$ cat src/rtl/ds_restoring_seq.sv
// Sequential restoring divider: 2*DW-bit dividend / DW-bit divisor, one
// quotient bit per clock, with a start/stop handshake shared with the
// shift-add multiplier.
module ds_restoring_seq #(
    parameter int unsigned DW = 8
) (
    input  logic            i_clk,
    input  logic            i_rst,
    input  logic            i_start,
    input  logic [2*DW-1:0] i_dividend,
    input  logic [DW-1:0]   i_divisor,
    output logic [2*DW-1:0] o_quotient,
    output logic [DW-1:0]   o_remainder,
    output logic            o_stop,
    output logic            o_busy,
    output logic            o_div_by_zero
);

    localparam int unsigned QW = 2 * DW;
    localparam int unsigned CW = $clog2(QW + 1);

    localparam logic [1:0] S_IDLE = 2'd0;
    localparam logic [1:0] S_CALC = 2'd1;
    localparam logic [1:0] S_DONE = 2'd2;

    logic [1:0]    state, state_nxt;
    logic [DW-1:0] rem_q, rem_nxt;   // partial remainder, always < divisor
    logic [QW-1:0] quo_sr, quo_sr_nxt;
    logic [DW-1:0] dvs_q, dvs_nxt;
    logic [CW-1:0] cnt, cnt_nxt;
    logic [QW-1:0] quotient_nxt;
    logic [DW-1:0] remainder_nxt;
    logic          dbz_nxt;
    logic [DW:0]   trial;

    // State, datapath and registered outputs; reset overrides start.
    always_ff @(posedge i_clk) begin
        if (!i_rst) begin
            state         <= S_IDLE;
            rem_q         <= '0;
            quo_sr        <= '0;
            dvs_q         <= '0;
            cnt           <= '0;
            o_quotient    <= '0;
            o_remainder   <= '0;
            o_div_by_zero <= 1'b0;
            o_stop        <= 1'b0;
            o_busy        <= 1'b0;
        end else begin
            state         <= state_nxt;
            rem_q         <= rem_nxt;
            quo_sr        <= quo_sr_nxt;
            dvs_q         <= dvs_nxt;
            cnt           <= cnt_nxt;
            o_quotient    <= quotient_nxt;
            o_remainder   <= remainder_nxt;
            o_div_by_zero <= dbz_nxt;
            o_stop        <= (state_nxt == S_DONE);
            o_busy        <= (state_nxt != S_IDLE);
        end
    end

    // Next-state and one restoring step per CALC cycle.
    always_comb begin
        state_nxt     = state;
        rem_nxt       = rem_q;
        quo_sr_nxt    = quo_sr;
        dvs_nxt       = dvs_q;
        cnt_nxt       = cnt;
        quotient_nxt  = o_quotient;
        remainder_nxt = o_remainder;
        dbz_nxt       = o_div_by_zero;
        // Shifted-in remainder minus divisor; the top bit is the borrow.
        trial = {rem_q, quo_sr[QW-1]} - {1'b0, dvs_q};

        case (state)
            S_IDLE: begin
                if (i_start) begin
                    if (i_divisor != '0) begin
                        dvs_nxt    = i_divisor;
                        rem_nxt    = '0;
                        quo_sr_nxt = i_dividend;
                        cnt_nxt    = CW'(QW);
                        state_nxt  = S_CALC;
                    end else begin
                        quotient_nxt  = '1;
                        remainder_nxt = '0;
                        dbz_nxt       = 1'b1;
                        state_nxt     = S_DONE;
                    end
                end
            end
            S_CALC: begin
                if (!trial[DW]) begin
                    rem_nxt    = trial[DW-1:0];
                    quo_sr_nxt = {quo_sr[QW-2:0], 1'b1};
                end else begin
                    rem_nxt    = {rem_q[DW-2:0], quo_sr[QW-1]};
                    quo_sr_nxt = {quo_sr[QW-2:0], 1'b0};
                end
                cnt_nxt = cnt - CW'(1);
                if (cnt == CW'(1)) begin
                    quotient_nxt  = quo_sr_nxt;
                    remainder_nxt = rem_nxt;
                    dbz_nxt       = 1'b0;
                    state_nxt     = S_DONE;
                end
            end
            S_DONE: begin
                state_nxt = S_IDLE;
            end
            default: begin
                state_nxt = S_IDLE;
            end
        endcase
    end

endmodule
$ cat config.mk
export PLATFORM = sky130hd
export DESIGN_NAME = ds_restoring_seq
export DESIGN_NICKNAME = d
export VERILOG_FILES = /design/src/rtl/ds_restoring_seq.sv
export SDC_FILE = /design/constraint.sdc
export NUM_CORES = 1
export LEC_CHECK = 0
export ABC_CLOCK_PERIOD_IN_PS = 2610
export BUFFER_PORTS_ARGS = -buffer_cell sky130_fd_sc_hd__buf_2
export CORE_MARGIN = 10
export CORE_UTILIZATION = 30
export CTS_CLUSTER_DIAMETER = 150
export DETAILED_ROUTE_END_ITERATION = 8
export GPL_TIMING_DRIVEN = 0
export PLACE_DENSITY_LB_ADDON = 0.2
export SLEW_MARGIN = 20
export SYNTH_ARGS = -nofsm -noshare
export SYNTH_HDL_FRONTEND = slang
export SYNTH_SLANG_ARGS = --single-unit
$ cat constraint.sdc
create_clock -name i_clk -period 2.61 [get_ports i_clk]
set_input_delay 0.3915 -clock i_clk [delete_from_list [all_inputs] [get_ports i_clk]]
set_output_delay 0.3915 -clock i_clk [all_outputs]
set_load 0.005 [all_outputs]
==> run_results.csv <==
group,metric,value,unit
layout,seq_area,1321,µm²
timing,timing_hold_violations_final,0,
global_routing,grt_start_max_net_pins,12,
clocking,tritoncts,"built",
logic_synthesis,part_of_the_yosys_area_used_for_sequential_elements,41.15,%
logic_synthesis,ys_types,49,
clocking,numCtsBuffers,9,
timing,fin_worst_skew,10.34,ps
layout,final_layout_size_suffix_gt1_share,21.63,%
logic_synthesis,net_count_synth,422,
die,die_height,123.5,µm
logic_synthesis,ys_ff_latch,66,
clocking,htree_num_levels,3,
flow_run,max-cap-violations,0,
clocking,clk_path_buf_depth,2,
power,report.power.total,2.660,mW
power,irDropWorstVdd,0.0002067,V
layout,diodes,0,
drt,route.antenna.remaining_nets,0,
timing,finalSetupViolCount,0,
placed_design,routabilityCongestion,0.8116,
layout,multiInputGateArea,1705,µm²
die,io_pins,54,
layout,flow.area_growth_from_synthesis,20.19,%
drt,wire_per_inst,15.11,µm
setup_path,critical_path_type,"flop to flop",
global_routing,first_global_vias,2895,
setup_path,timing.critical_path.mode_cell,"sky130_fd_sc_hd__inv_1",
worst_hold_path,timing.hold.worst.class,"input pin to flop",
timing,max_slew.worst_pin.slew,819.8,ps
clocking,cts_hold_buffers,0,
timing,final-max-slew-violation-count,0,
logic_synthesis,synth_edf_count,0,
timing,setup_tns,0,ps
drt,drt_first_iter_violations,148,
logic_synthesis,synth_cells,384,
setup_path,cp_data_arrival_time,2660,ps
placed_design,pre_cts_slack,139.5,ps
drt,total_routed_length,8902,µm
setup_path,critPathLaunchType,"flop",
setup_path,max_stage_delay,420,ps
power,leakage_power,1.590,nW
logic_synthesis,synth-main-ff-cell,"sky130_fd_sc_hd__dfxtp_1",
placed_design,hpwlAfterDp,6830,µm
global_routing,gr-usage-all-layers,11.94,%
die,initial_standard_cell_utilization_of_the_core,30.96,%
die,die_width,123.5,µm
layout,layout_common_cells,"sky130_fd_sc_hd__dfxtp_1, sky130_fd_sc_hd__buf_2, sky130_fd_sc_hd__nand2_1",
die,std_cell_rows,37,
setup_path,cp_cell_sequence,"inv_1 -> ha_1 -> inv_1 -> fa_1 -> a211o_1 -> and3_4 -> nor3_4 -> nor2_4 -> mux2i_2 -> o21ai_0",
logic_synthesis,ys_warn_count,0,
layout,n_fill_cell,1105,
setup_path,path_max_fanout,6,
placed_design,placement.io_buffers,53,
placed_design,post_dp_cell_area,3646,µm²
layout,final_design_area_no_fill,3859,µm²
timing,worst_hold_slack,306.2,ps
setup_path,critical_path.endpoint_type,"flop",
logic_synthesis,syn_avg_cell_area,8.361,µm²
drt,dr_total_vias,2880,
layout,fin_nets,487,
clocking,cts_num_sinks,66,
outcome,result_of_the_run,"finished clean",
die,die_area,15240,µm²
clocking,clk-insertion-delay-late,340,ps
timing,worst_slew_slack_as_a_fraction_of_its_limit,45.05,%
drt,drc_violations,0,
logic_synthesis,synthesis.area,3211,µm²
clocking,clk_pin_slew_worst_paths,70,ps
global_routing,grt_first_pass_wirelength,14280,µm
clocking,ctsRootBufferMaster,"sky130_fd_sc_hd__clkbuf_8",
timing,final_critical_path_setup_slack,171.3,ps
global_routing,globalRouteOverflowTotal,0,
logic_synthesis,async_s_r_ff_share_synth,0,%
drt,drt_pass_1_iters,4,
drt,number_of_vias_per_cell_after_detailed_routing,4.890,
global_routing,antenna_found_initial,0,
timing,timing.final.crit_share,93.44,%
timing,grt_setup_unrepaired,"yes",
timing,finalWorstPathRequiredPeriod,2439,ps
die,core_area,10370,µm²
power,powerDensity,689.3,nW/µm²
setup_path,crit_slowest_cell,"sky130_fd_sc_hd__fa_1",
timing,max_clock_freq,410.1,MHz
setup_path,worstPathRequired,2830,ps
layout,mostFrequentLayoutCell,"sky130_fd_sc_hd__dfxtp_1",
## metal layers
layer  track usage (%)  up-vias  wire length [µm]
met5                 0        -                 0
met4             5.895        0               104
met3             2.461        8               457
met2             19.14       45              4158
met1             14.94     1342              4182
li1                  -     1485                 -
## worst max-delay path, delay by kind of cell (launching register included)
kind / cells / cell delay (ps)
fa+ha+maj: 2 / 590
simple gates: 3 / 520
compound gates: 2 / 510
flops: 1 / 340
mux: 1 / 240
buf+inv: 2 / 120
## state kept, by name, summed over array words and instances (netlist names)
name and flops:
o_quotient 16, quo_sr 16, o_busy 1, dvs_q 8, o_remainder 8, cnt 5
o_div_by_zero 1, rem_q 8, state 2, o_stop 1
## logic make-up (layout without fill, tap and decap cells)
family                     after synthesis  in the layout  share of synthesized area [%]
xor gates and xnor gates                 3              3                         0.8185
DFF                                     66             66                          41.15
buffers and inverters                   37            106                          6.119
AOI/OAI and AO/OA                      109            109                          20.81
muxes                                   12             12                          3.741
adders and majority gates               11             11                          4.521
and+or+nand+nor                        146            146                          22.84
## where the power goes
part           switching (mW)  internal, mW
sequential             0.0550          1.08
clock                   0.395         0.458
combinational           0.388         0.289
total                   0.838          1.82
## cell usage after synthesis (2+ instances only)
master	count	area share, %
sky130_fd_sc_hd__dfxtp_1	66	41
sky130_fd_sc_hd__nand2_1	51	6.0
sky130_fd_sc_hd__nor2_1	43	5.0
sky130_fd_sc_hd__a21oi_1	32	5.0
sky130_fd_sc_hd__o21ai_1	22	3.4
sky130_fd_sc_hd__nand3_1	21	3.3
sky130_fd_sc_hd__o21ai_0	18	2.8
sky130_fd_sc_hd__a311oi_1	16	4.4
sky130_fd_sc_hd__inv_1	14	1.6
sky130_fd_sc_hd__clkbuf_1	12	1.4
sky130_fd_sc_hd__mux2i_1	12	3.7
sky130_fd_sc_hd__ha_1	10	3.9
sky130_fd_sc_hd__buf_6	7	2.5
sky130_fd_sc_hd__buf_2	4	0.62
sky130_fd_sc_hd__nand2b_1	4	0.78
sky130_fd_sc_hd__nor2b_1	4	0.78
sky130_fd_sc_hd__o21a_1	4	0.94
sky130_fd_sc_hd__a31oi_1	3	0.58
sky130_fd_sc_hd__a21boi_0	2	0.47
sky130_fd_sc_hd__a21o_1	2	0.47
sky130_fd_sc_hd__and3_4	2	0.70
sky130_fd_sc_hd__nand2_4	2	0.70
sky130_fd_sc_hd__nor2_8	2	1.2
sky130_fd_sc_hd__nor3_1	2	0.31
sky130_fd_sc_hd__o22ai_1	2	0.39
sky130_fd_sc_hd__or3_1	2	0.39
sky130_fd_sc_hd__or4_4	2	0.70
sky130_fd_sc_hd__xnor2_1	2	0.55
## timing repair
action | CTS | global route
buffers inserted | 0 | 1
endpoints found under the setup margin | 0 | 5
gates resized for setup | 0 | 4
## final cells by class
cell class	instances	share of cell area, %
Multi-Input combinational cell	281	44.20
Inverter	14	1.362
Clock buffer	10	3.567
Buffer	23	3.729
Clock inverter	5	1.427
Timing Repair Buffer	54	7.069
Tap cell	136	4.410
Sequential cell	66	34.24
## final timing paths
kind              cells past startpoint      startpoint        endpoint  slack [ps]
setup / recovery                     10      quo_sr[15]        rem_q[1]         170
setup reg to reg                     10      quo_sr[15]        rem_q[1]         170
hold reg to reg                       2  o_remainder[5]  o_remainder[5]         440
hold / removal                        3   i_dividend[5]       quo_sr[5]         310
## metrics by stage
step	utilization, %	cells
after floorplan	-	384
after global routing	37.21	589
after global placement	35.16	573
final	37.21	589
after detailed placement	35.16	573
after CTS	37.02	588
(Power assumes the default switching activity.)
